**src/rtl/seg7_pkg.sv**
```systemverilog
// Glyph table and slot-to-digit mapping for the seven-segment scanner.
// Pure constants/functions; no timing or flow control involved.
package seg7_pkg;

    // Segment order a..g, active-low; seg[0] = a.
    localparam logic [0:6] SEG_0     = 7'b0000001;
    localparam logic [0:6] SEG_1     = 7'b1001111;
    localparam logic [0:6] SEG_2     = 7'b0010010;
    localparam logic [0:6] SEG_3     = 7'b0000110;
    localparam logic [0:6] SEG_4     = 7'b1001100;
    localparam logic [0:6] SEG_5     = 7'b0100100;
    localparam logic [0:6] SEG_6     = 7'b0100000;
    localparam logic [0:6] SEG_7     = 7'b0001111;
    localparam logic [0:6] SEG_8     = 7'b0000000;
    localparam logic [0:6] SEG_9     = 7'b0000100;
    localparam logic [0:6] SEG_A     = 7'b0001000;
    localparam logic [0:6] SEG_B     = 7'b1100000;
    localparam logic [0:6] SEG_C     = 7'b0110001;
    localparam logic [0:6] SEG_D     = 7'b1000010;
    localparam logic [0:6] SEG_E     = 7'b0110000;
    localparam logic [0:6] SEG_F     = 7'b0111000;
    localparam logic [0:6] SEG_BLANK = 7'b1111111;

    // Slot 0 is the leftmost digit, so scanning runs left to right.
    function automatic int digit_index(input int sel, input int num_digits);
        return num_digits - 1 - sel;
    endfunction

endpackage

```
**src/rtl/seg7_decode.sv**
```systemverilog
// Nibble to active-low seven-segment glyph, optional hex, forced blank.
// Latency: combinational. Backpressure: none.
// Codes 10..15 are blank unless hex_mode is set.
module seg7_decode
    import seg7_pkg::*;
(
    input  logic [3:0] nibble,
    input  logic       hex_mode,
    input  logic       blank,
    output logic [0:6] seg
);

    always_comb begin
        seg = SEG_BLANK;
        if (!blank) begin
            case (nibble)
                4'd0:    seg = SEG_0;
                4'd1:    seg = SEG_1;
                4'd2:    seg = SEG_2;
                4'd3:    seg = SEG_3;
                4'd4:    seg = SEG_4;
                4'd5:    seg = SEG_5;
                4'd6:    seg = SEG_6;
                4'd7:    seg = SEG_7;
                4'd8:    seg = SEG_8;
                4'd9:    seg = SEG_9;
                4'd10:   seg = hex_mode ? SEG_A : SEG_BLANK;
                4'd11:   seg = hex_mode ? SEG_B : SEG_BLANK;
                4'd12:   seg = hex_mode ? SEG_C : SEG_BLANK;
                4'd13:   seg = hex_mode ? SEG_D : SEG_BLANK;
                4'd14:   seg = hex_mode ? SEG_E : SEG_BLANK;
                default: seg = hex_mode ? SEG_F : SEG_BLANK;
            endcase
        end
    end

endmodule

```
**src/rtl/seg7_scan_driver.sv**
```systemverilog
// Multiplexed common-anode 7-seg driver: frame-latched inputs, LZ blank, blink, PWM, guard.
// Latency: outputs registered, 1 cycle after timer/sel/shadow state.
// Backpressure: none; free-running scan, inputs sampled once per frame.
module seg7_scan_driver
    import seg7_pkg::*;
#(
    parameter int NUM_DIGITS   = 4,
    parameter int REFRESH_DIV  = 100000,
    parameter int GUARD        = 16,
    parameter int PWM_BITS     = 4,
    parameter int BLINK_FRAMES = 128
) (
    input  logic                    clk,
    input  logic                    rst,
    input  logic [4*NUM_DIGITS-1:0] digits,
    input  logic [NUM_DIGITS-1:0]   dp_in,
    input  logic [NUM_DIGITS-1:0]   blink_mask,
    input  logic                    hex_mode,
    input  logic                    lz_blank,
    input  logic [PWM_BITS-1:0]     brightness,
    output logic [0:6]              seg,
    output logic                    dp,
    output logic [NUM_DIGITS-1:0]   an,
    output logic                    frame_done
);

    localparam int TW  = $clog2(REFRESH_DIV);
    localparam int SW  = $clog2(NUM_DIGITS);
    localparam int BFW = $clog2(BLINK_FRAMES + 1);

    localparam logic [TW-1:0]  T_LAST  = TW'(REFRESH_DIV - 1);
    localparam logic [TW-1:0]  T_GUARD = TW'(GUARD);
    localparam logic [SW-1:0]  S_LAST  = SW'(NUM_DIGITS - 1);
    localparam logic [BFW-1:0] BF_LAST = BFW'(BLINK_FRAMES);

    logic [TW-1:0]           timer;
    logic [SW-1:0]           sel;
    logic [PWM_BITS-1:0]     pwm_cnt;
    logic [BFW-1:0]          frame_cnt;
    logic                    blink_on;

    logic [4*NUM_DIGITS-1:0] sh_digits;
    logic [NUM_DIGITS-1:0]   sh_dp;
    logic [NUM_DIGITS-1:0]   sh_blink;
    logic                    sh_hex;
    logic                    sh_lz;
    logic [PWM_BITS-1:0]     sh_bright;

    logic                    latch;
    logic [SW-1:0]           idx;
    logic [3:0]              nib;
    logic                    dp_req;
    logic                    blink_req;
    logic                    lz_hit;
    logic                    blank;
    logic                    zero_run;
    logic [NUM_DIGITS-1:0]   lzb;
    logic                    an_en;
    logic [NUM_DIGITS-1:0]   an_c;
    logic                    dp_c;
    logic [0:6]              seg_c;

    assign latch = (timer == '0) && (sel == '0);
    assign an_en = (timer >= T_GUARD) && ((pwm_cnt < sh_bright) || (&sh_bright));

    always_comb begin
        idx       = SW'(digit_index(int'(sel), NUM_DIGITS));
        nib       = 4'd0;
        dp_req    = 1'b0;
        blink_req = 1'b0;
        lz_hit    = 1'b0;
        an_c      = '1;
        zero_run  = 1'b1;
        lzb       = '0;
        // Zero run from the left; digit 0 is excluded so a value of 0 still shows.
        for (int i = NUM_DIGITS - 1; i >= 1; i--) begin
            zero_run = zero_run & (sh_digits[4*i +: 4] == 4'd0);
            lzb[i]   = sh_lz & zero_run;
        end
        for (int i = 0; i < NUM_DIGITS; i++) begin
            if (idx == SW'(i)) begin
                nib       = sh_digits[4*i +: 4];
                dp_req    = sh_dp[i];
                blink_req = sh_blink[i];
                lz_hit    = lzb[i];
                an_c[i]   = ~an_en;
            end
        end
        blank = lz_hit | (blink_req & ~blink_on);
        dp_c  = ~(dp_req & ~blank);
    end

    seg7_decode u_decode (
        .nibble   (nib),
        .hex_mode (sh_hex),
        .blank    (blank),
        .seg      (seg_c)
    );

    always_ff @(posedge clk) begin
        if (rst) begin
            timer      <= '0;
            sel        <= '0;
            pwm_cnt    <= '0;
            frame_cnt  <= '0;
            blink_on   <= 1'b1;
            sh_digits  <= '0;
            sh_dp      <= '0;
            sh_blink   <= '0;
            sh_hex     <= 1'b0;
            sh_lz      <= 1'b0;
            sh_bright  <= '0;
            seg        <= SEG_BLANK;
            dp         <= 1'b1;
            an         <= '1;
            frame_done <= 1'b0;
        end else begin
            pwm_cnt <= pwm_cnt + 1'b1;
            if (timer == T_LAST) begin
                timer <= '0;
                sel   <= (sel == S_LAST) ? '0 : sel + 1'b1;
            end else begin
                timer <= timer + 1'b1;
            end

            if (latch) begin
                sh_digits <= digits;
                sh_dp     <= dp_in;
                sh_blink  <= blink_mask;
                sh_hex    <= hex_mode;
                sh_lz     <= lz_blank;
                sh_bright <= brightness;
                // Counter restarts at 1 so each phase spans exactly BLINK_FRAMES frames.
                if (frame_cnt == BF_LAST) begin
                    blink_on  <= ~blink_on;
                    frame_cnt <= BFW'(1);
                end else begin
                    frame_cnt <= frame_cnt + 1'b1;
                end
            end

            frame_done <= latch;
            seg        <= seg_c;
            dp         <= dp_c;
            an         <= an_c;
        end
    end

endmodule

```
**config.mk**
```make
export PLATFORM = sky130hd
export DESIGN_NAME = seg7_scan_driver
export DESIGN_NICKNAME = d
export VERILOG_FILES = /design/src/rtl/seg7_pkg.sv /design/src/rtl/seg7_decode.sv /design/src/rtl/seg7_scan_driver.sv
export SDC_FILE = /design/constraint.sdc
export NUM_CORES = 1
export LEC_CHECK = 0
export CAP_MARGIN = 20
export CELL_PAD_IN_SITES_DETAIL_PLACEMENT = 1
export CELL_PAD_IN_SITES_GLOBAL_PLACEMENT = 2
export CORE_UTILIZATION = 33
export DETAILED_ROUTE_END_ITERATION = 7
export HOLD_SLACK_MARGIN = 0.03
export PLACE_DENSITY = 0.83
export REMOVE_ABC_BUFFERS = 1
export SYNTH_ARGS = -nofsm -noshare
export SYNTH_HDL_FRONTEND = slang
export SYNTH_SLANG_ARGS = --single-unit
```
**constraint.sdc**
```tcl
create_clock -name clk -period 2.5 [get_ports clk]
set_input_delay 0.375 -clock clk [delete_from_list [all_inputs] [get_ports clk]]
set_output_delay 0.375 -clock clk [all_outputs]
set_load 0.05 [all_outputs]
```
Word level (Yosys, flattened, before mapping). Index checks and enable logic that the tools add are counted.

Output and inout bits: 13. Register bits: 75. Bits of input ports: 32.

Add/sub/neg operators: 5. Order comparisons: 2. Eq/ne operators: 20. Bitwise operators: 16. Multiplexer cells: 24. Reductions and logical operators: 18.

Operator list (number): $pmux W7 S15 (1); $eq A4 B4 Y1 const B (7); $mux W7 (4); $add A17 B1 Y17 const B (1); $eq A17 B17 Y1 const B (1); $ge A17 B5 Y1 const B (1); $logic_not A17 Y1 (1); $eq A4 B3 Y1 const B (4); $logic_not A4 Y1 (4); $mux W4 (4); $reduce_or A2 Y1 (6); $mux W1 (11); $add A8 B1 Y8 const B (1); $eq A4 B2 Y1 const B (2); $eq A8 B8 Y1 const B (1); $mux W8 (1); $not A1 Y1 (8); $and A1 B1 Y1 (7); $eq A2 B2 Y1 const B (3); $mux W6 (1); $mux W5 (1); $add A4 B1 Y4 const B (1); $eq A4 B1 Y1 const B (1); $logic_not A2 Y1 (2); other kinds (10) (11).

Longest topological paths before layout. Gate-level depths: netlist of the first run.

Depth after elaboration: 11. Mapped depth: 9. Gate-level depth less buffers: 7.

Hierarchy. Synthesis of the first run repeated with hierarchy kept, for this count alone.

Cells, all modules: 456. Area, all modules: 3704.8 um^2.

By module, submodules not included: seg7_scan_driver (seq. area each 1501.4 um^2, instances 1, area each 3397.0 um^2, cells each 409); seg7_decode (seq. area each 0.0 um^2, instances 1, area each 307.8 um^2, cells each 47).

Least setup slack after synthesis of the first run. OpenSTA, ideal clock, no wires.

Path type: flip-flop to flip-flop. Start: reg sel[0]. End: reg seg[2] in the netlist's numbering. Required time: 2.439 ns. Slack: 0.484 ns. Setup time: 0.061 ns. Period minus slack after synthesis: 2.016 ns. Arrival time: 1.955 ns. Cell stages (with the launch flop): 9. Cells stage by stage: dfxtp_1 > inv_1 > ha_1 > buf_2 > a211oi_1 > a221o_1 > nand2_1 > a221o_1 > nand2_1.

Longest elaborated chain between the ends: 9. Elaborated cells on any way between the ends: 35. Those cells by class: add/sub: 1; eq/ne: 17; mux: 12; bitwise: 2; reduce/logical: 3.

RTL lines: start: declaration (RTL line seg7_scan_driver.sv:37) `logic [SW-1:0] sel;`; start signal: assignment (RTL line seg7_scan_driver.sv:121) `sel <= (sel == S_LAST) ? '0 : sel + 1'b1;`; $sub A2 B2 Y2 (*) (RTL line seg7_pkg.sv:26) `return num_digits - 1 - sel;`; branches (longest 8 deep; another with $pmux W7 S15); end signal: assignment (RTL line seg7_scan_driver.sv:143) `seg <= seg_c;`; end: declaration (RTL line seg7_scan_driver.sv:21) `output logic [0:6] seg,`.

Mark *: on every way between the ends. A chain may end at the register's enable or synchronous reset.

Final worst setup path of the first run. Ends and elaborated chain as after synthesis.

==> flow_metrics.env, run 1 <==
export IMPL_tightest_slew_ns=0.511
export IMPL_ys_warn_count=0
export IMPL_multiInputGateArea_um2=1870
export IMPL_finalNetCount=517
export IMPL_initial_core_util_pct=34.2
export IMPL_cts_tree="yes"
export IMPL_hpwlAfterDp_mm=6.37
export IMPL_report_power_total_mw=2.85
export IMPL_cts_num_sinks=75
export IMPL_yosysMostFrequentCell="nand2_1"
export IMPL_slowest_delay_ns=0.52
export IMPL_setup_violations=0
export IMPL_final_cells=614
export IMPL_globalplace_congestion=0.763
export IMPL_ys_seq_area_share_pct=42.4
export IMPL_place_ws_ns=0.175
export IMPL_maxSlewViolCount=0
export IMPL_port_buffer_count=44
export IMPL_path_buf_inv=1
export IMPL_clock_fmax_ghz=0.445
export IMPL_yosysUniqueCellTypes=50
export IMPL_antenna_left=0
export IMPL_start_kind="register"
export IMPL_gr_total_overflow=0
export IMPL_arrival_ns=2.55
export IMPL_synthFlopType="dfxtp_1"
export IMPL_vias=3088
export IMPL_clock_path_buffers=2
export IMPL_fill_cells=1236
export IMPL_htreeDepth=3
export IMPL_fin_ws_ns=0.254
export IMPL_core_area_um2=10400
export IMPL_clock_latency_ns=0.35
export IMPL_fin_skew_ns=0.00871
export IMPL_hold_viol_final=0
export IMPL_antenna_found_initial=0
export IMPL_grt_pass1_wl_mm=15.1
export IMPL_status="finished, final reports clean"
export IMPL_synth_edff_count=0
export IMPL_yosysTopAreaCellShare_pct=42.4
export IMPL_ys_seq_elements=75
export IMPL_endpoint_kind="register"
export IMPL_final_util_pct=42.4
export IMPL_grt_usage_pct=16.7
export IMPL_area_delta_synth_final_pct=23.9
export IMPL_grt_max_degree=18
export IMPL_insertedDiodeCount=0
export IMPL_syn_avg_cell_area_um2=8.36
export IMPL_cpLargestDelayFamily="compound AO/OA/AOI/OAI gates"
export IMPL_fin_tns_setup_ns=0
export IMPL_rsz0062_at_grt="false"
export IMPL_drcViolationCount=0
export IMPL_worstPathRequired_ns=2.80
export IMPL_ios=45
export IMPL_drt_iter0_drc=51
export IMPL_cts_hold_buf=0
export IMPL_fin_crit_ns=2.25
export IMPL_crit_path_max_fanout=14
export IMPL_period_share_pct=89.8
export IMPL_die_x_um=106
export IMPL_cts_root_buf="clkbuf_8"
export IMPL_crit_chain="inv_1, ha_1, a211oi_1, a221o_1, nand2_1, a221o_1, nand2_1"
export IMPL_dp_cells=594
export IMPL_crit_type="register to register"
export IMPL_die_height_um=106
export IMPL_synth_top_area_cell="dfxtp_1"
export IMPL_slew_headroom_pct=65.7
export IMPL_regArea_um2=1500
export IMPL_grt_pass1_vias=3185
export IMPL_yosys_top_cells_area="dfxtp_1, nand2_1, a21oi_1, ha_1, nor2_1"
export IMPL_wl_per_cell_um=14.4
export IMPL_timing_max_cap_violations=0
export IMPL_syn_inst=424
export IMPL_firstDrtPassIters=4
export IMPL_path_clk_slew_ns=0.08
export IMPL_holdCritPathClass="register to register"
export IMPL_yosys_top_cells_count="nand2_1, dfxtp_1, a21oi_1, nor2_1, nand3_1"
export IMPL_cts_buffers=9
export IMPL_post_route_cells_drive_above_1_share_pct=10.5
export IMPL_ir_drop_mv=0.236
export IMPL_via_per_inst=5.03
export IMPL_synth_area_um2=3540
export IMPL_critPathSlowestCell="a211oi_1"
export IMPL_async_flop_share_pct=0
export IMPL_die_area_um2=11200
export IMPL_leakagePower_nw=1.60
export IMPL_num_rows=37
export IMPL_wirelength_mm=8.85
export IMPL_power_density_nw_per_um2=650
-- cell usage in the layout, fill, tap and decap left out, types with 3 or more instances in the layout --
cell             count
nor2b_1              3
xnor2_1             12
nand3_1             17
dfxtp_1             75
nor3_1               8
o21ai_0              8
nor3b_1              5
nand2_1             78
a221o_1              3
buf_4               18
nor4_1               5
a211oi_2             3
nand4_1              5
clkdlybuf4s50_1     44
nor2_1              39
ha_1                11
inv_1               16
and3_1               6
a21oi_1             41
o211ai_1             4
nand3b_1             6
clkbuf_8            12
a211oi_1             3
xor2_1              13
mux2i_1              3
o22ai_1              4
-- cells by family (layout without fill, tap and decap cells) --
group	Yosys count	count (layout)	synth area share, %
mux	3	3	0.847
buf+inv	40	94	5.30
flops	75	75	42.4
xor+xnor	25	25	6.18
compound gates	82	82	15.9
fa+ha+maj	12	12	4.24
simple gates	187	187	25.1
-- per-stage QoR --
stage / hold slack [ns] / area, um^2
after floorplan: 0.425 / 3420
after global placement: 0.447 / 4130
after detailed placement: 0.450 / 4130
after CTS: 0.461 / 4350
after global routing: 0.480 / 4390
final: 0.457 / 4390
-- final cells by class --
type | count | share of cell area, %
Multi-Input combinational cell | 309 | 42.6
Inverter | 16 | 1.37
Timing Repair Buffer | 62 | 13.1
Clock inverter | 3 | 1.03
Tap cell | 136 | 3.87
Clock buffer | 13 | 3.85
Sequential cell | 75 | 34.2
-- worst min-delay path: stages (launching register included) --
cell     delay, ns
dfxtp_1       0.31
nand2_1       0.05
a21oi_1       0.05
-- where the power goes --
group	internal (mW)	total, mW	leakage [nW]	switching [mW]
clock network	0.544	1.00	0.102	0.457
registers	1.27	1.33	0.614	0.0554
logic	0.222	0.523	0.882	0.301
total	2.04	2.85	1.60	0.814
-- worst paths after layout --
check	from	end	slack, ns	depth (start not counted)
worst max-delay path	sel[0]$_SDFFE_PP0P_	seg[2]$_SDFF_PP1_	0.25	7
worst min-delay path	sh_bright[3]$_SDFFE_PP0P_	sh_bright[3]$_SDFFE_PP0P_	0.46	2
worst max register to register	sel[0]$_SDFFE_PP0P_	seg[2]$_SDFF_PP1_	0.25	7
worst min register to register	sh_bright[3]$_SDFFE_PP0P_	sh_bright[3]$_SDFFE_PP0P_	0.46	2
-- sequential cells by signal (all words and copies together) (netlist names) --
signal	cells
dp	1
sh_blink	4
sel	2
seg	7
sh_hex	1
timer	17
frame_done	1
blink_on	1
sh_bright	4
sh_dp	4
an	4
frame_cnt	8
sh_lz	1
pwm_cnt	4
sh_digits	16
-- metal layers --
| layer | track usage [%] | vias up | share of wire (%) |
|---|---|---|---|
| li1 | - | 1550 | - |
| met1 | 20.8 | 1498 | 48 |
| met2 | 29.0 | 34 | 48 |
| met3 | 4.14 | 6 | 3.0 |
| met4 | 3.87 | 0 | 0.77 |
| met5 | 0 | - | 0 |
-- repair_timing --
item / 4_1_cts / 5_1_grt
resized for setup: 0 / 4
endpoints found under the hold margin: 0 / 0
buffers inserted: 0 / 4
endpoints found under the setup margin: 0 / 5
(Power assumes the default switching activity.)
==> run 2: changes to the inputs <==
--- a/config.mk
+++ b/config.mk
@@ -5,11 +5,13 @@
 export SDC_FILE = /design/constraint.sdc
 export NUM_CORES = 1
 export LEC_CHECK = 0
+export ABC_CLOCK_PERIOD_IN_PS = 2500
 export CAP_MARGIN = 20
 export CELL_PAD_IN_SITES_DETAIL_PLACEMENT = 1
 export CELL_PAD_IN_SITES_GLOBAL_PLACEMENT = 2
 export CORE_UTILIZATION = 33
 export DETAILED_ROUTE_END_ITERATION = 7
+export GPL_TIMING_DRIVEN = 0
 export HOLD_SLACK_MARGIN = 0.03
 export PLACE_DENSITY = 0.83
 export REMOVE_ABC_BUFFERS = 1
==> flow_metrics.env, run 2 (synthesis results as in run 1) <==
export IMPL_critPathSlowestCell="or2_4"
export IMPL_clock_latency_ns=0.36
export IMPL_dpl_cell_area_um2=4080
export IMPL_antenna_left=0
export IMPL_area_delta_synth_final_pct=24.1
export IMPL_cts_root_buf="clkbuf_8"
export IMPL_core_area_um2=10400
export IMPL_r2r_start="timer[13]$_SDFF_PP0_"
export IMPL_combPwrFrac_pct=18.3
export IMPL_cts_tree="yes"
export IMPL_wirelength_mm=8.73
export IMPL_crit_path_max_fanout=20
export IMPL_rrSetupSlack_ns=0.25
export IMPL_report_power_total_mw=2.94
export IMPL_hold_path_startpoint="sh_bright[3]$_SDFFE_PP0P_"
export IMPL_crit_type="register to register"
export IMPL_clkPwrFrac_pct=36.6
export IMPL_final_cells=599
export IMPL_period_share_pct=90.0
export IMPL_insertedDiodeCount=0
export IMPL_firstDrtPassIters=4
export IMPL_post_route_cells_drive_above_1_share_pct=9.07
export IMPL_cts_num_sinks=75
export IMPL_fin_skew_ns=0.00539
export IMPL_largest_register_ffs=17
export IMPL_grt_usage_pct=16.7
export IMPL_tightest_slew_ns=0.859
export IMPL_globalplace_congestion=0.742
export IMPL_vias=3053
export IMPL_timing_hold_ws_ns=0.461
export IMPL_wl_met1_mm=4.16
export IMPL_hold_end="sh_bright[3]$_SDFFE_PP0P_"
export IMPL_start_kind="register"
export IMPL_arrival_ns=2.49
export IMPL_timing_max_cap_violations=0
export IMPL_endpoint_kind="register"
export IMPL_top_layer_used="met4"
export IMPL_setup_violations=0
export IMPL_finalNetCount=502
export IMPL_cts_buffers=9
export IMPL_rsz0062_at_grt="false"
export IMPL_gr_total_overflow=0
export IMPL_switching_share_pct=27.9
export IMPL_slew_headroom_pct=42.7
export IMPL_crit_chain="nor4_2, nand4_2, or2_4, buf_16, o41ai_2, a21oi_1"
export IMPL_netSwitchingPower_mw=0.819
export IMPL_holdCritPathClass="register to register"
export IMPL_leakagePower_nw=1.56
export IMPL_port_buffer_count=44
export IMPL_ios=45
export IMPL_grt_pass1_wl_mm=14.7
export IMPL_ir_drop_mv=0.202
export IMPL_fin_tns_setup_ns=0
export IMPL_mostFrequentLayoutCells="nand2_1, dfxtp_1, clkdlybuf4s50_1, a21oi_1, nor2_1"
export IMPL_die_height_um=106
export IMPL_fill_cells=1249
export IMPL_slowest_delay_ns=0.45
export IMPL_antenna_found_initial=0
export IMPL_routed_wl_met3_um=249
export IMPL_die_area_um2=11200
export IMPL_num_rows=37
export IMPL_layout_commonest_cell="nand2_1"
export IMPL_hpwlAfterDp_mm=6.02
export IMPL_drcViolationCount=0
export IMPL_drt_iter0_drc=58
export IMPL_largest_register="timer"
export IMPL_final_area_um2=4400
export IMPL_top_regs="timer (17), sh_digits (16), frame_cnt (8)"
export IMPL_grt_max_degree=45
export IMPL_holdPathStages=2
export IMPL_power_frac_seq_pct=45.2
export IMPL_maxSlewViolCount=0
export IMPL_wl_per_cell_um=14.6
export IMPL_status="finished, final reports clean"
export IMPL_htreeDepth=3
export IMPL_rr_endpoint="frame_cnt[7]$_SDFFE_PP0P_"
export IMPL_power_density_nw_per_um2=668
export IMPL_r2r_cells=6
export IMPL_path_clk_slew_ns=0.08
export IMPL_internal_power_mw=2.12
export IMPL_via_per_inst=5.10
export IMPL_initial_core_util_pct=34.2
export IMPL_clock_fmax_ghz=0.444
export IMPL_wl_met2_mm=4.17
export IMPL_grt_pass1_vias=3083
export IMPL_fin_crit_ns=2.25
export IMPL_clock_path_buffers=2
export IMPL_hold_viol_final=0
export IMPL_dp_cells=582
export IMPL_die_x_um=106
export IMPL_cts_hold_buf=0
export IMPL_worstPathRequired_ns=2.74
run 2: critical path, delay by kind of cell, from the launching register on:
family                 cells  cell delay (ns)
AO/OA/AOI/OAI              2             0.40
buffers and inverters      1             0.19
flip-flops                 1             0.35
AND/OR/NAND/NOR            3             1.19
run 2: worst max-delay path by stage:
stage                    startpoint  slack, ns  cells past startpoint                         to
3_3_place_gp    sel[0]$_SDFFE_PP0P_      -1.51                      6  frame_cnt[0]$_SDFFE_PP0P_
5_1_grt         sel[1]$_SDFFE_PP0P_       0.09                      7          seg[2]$_SDFF_PP1_
3_5_place_dp    sel[0]$_SDFFE_PP0P_      -0.62                      7  frame_cnt[7]$_SDFFE_PP0P_
6_report       timer[13]$_SDFF_PP0_       0.25                      6  frame_cnt[7]$_SDFFE_PP0P_
4_1_cts         sel[0]$_SDFFE_PP0P_      0.003                      7          seg[6]$_SDFF_PP1_
2_1_floorplan   sel[0]$_SDFFE_PP0P_      -0.38                      6  frame_cnt[0]$_SDFFE_PP0P_
run 2: routing by layer:
metal	track usage, %	vias up
li1	-	1522
met1	20.3	1487
met2	28.5	34
met3	3.77	10
met4	6.55	0
met5	0	-
run 2: through the flow:
| step | util [%] | worst slack [ns] |
|---|---|---|
| 3_3_place_gp | 38.8 | -1.51 |
| 3_5_place_dp | 39.3 | -0.623 |
| 2_1_floorplan | - | -0.377 |
| 6_report | 42.4 | 0.250 |
| 5_1_grt | 42.4 | 0.0862 |
| 4_1_cts | 41.7 | 0.00332 |
run 2: final cells by class:
cell class	instances	area, um^2	share of cell area, %
Clock buffer	12	155	3.53
Timing Repair Buffer	47	510	11.6
Inverter	16	60.1	1.37
Tap cell	136	170	3.87
Clock inverter	4	72.6	1.65
Multi-Input combinational cell	309	1930	43.8
Sequential cell	75	1500	34.1
run 2: what timing repair did:
item | in CTS | in global routing
endpoints found under the setup margin | 47 | 23
gates resized for setup | 4 | 11
pin swaps | 0 | 1
setup buffers | 0 | 1
run 2: power groups by stage:
stage / combinational, mW / sequential [mW] / clock [mW]
4_1_cts: 0.529 / 1.33 / 1.11
6_report: 0.537 / 1.33 / 1.07
5_1_grt: 0.591 / 1.34 / 1.16
3_5_place_dp: 0.525 / 1.35 / 0
2_1_floorplan: 0.244 / 1.41 / 0
3_3_place_gp: 0.480 / 1.35 / 0
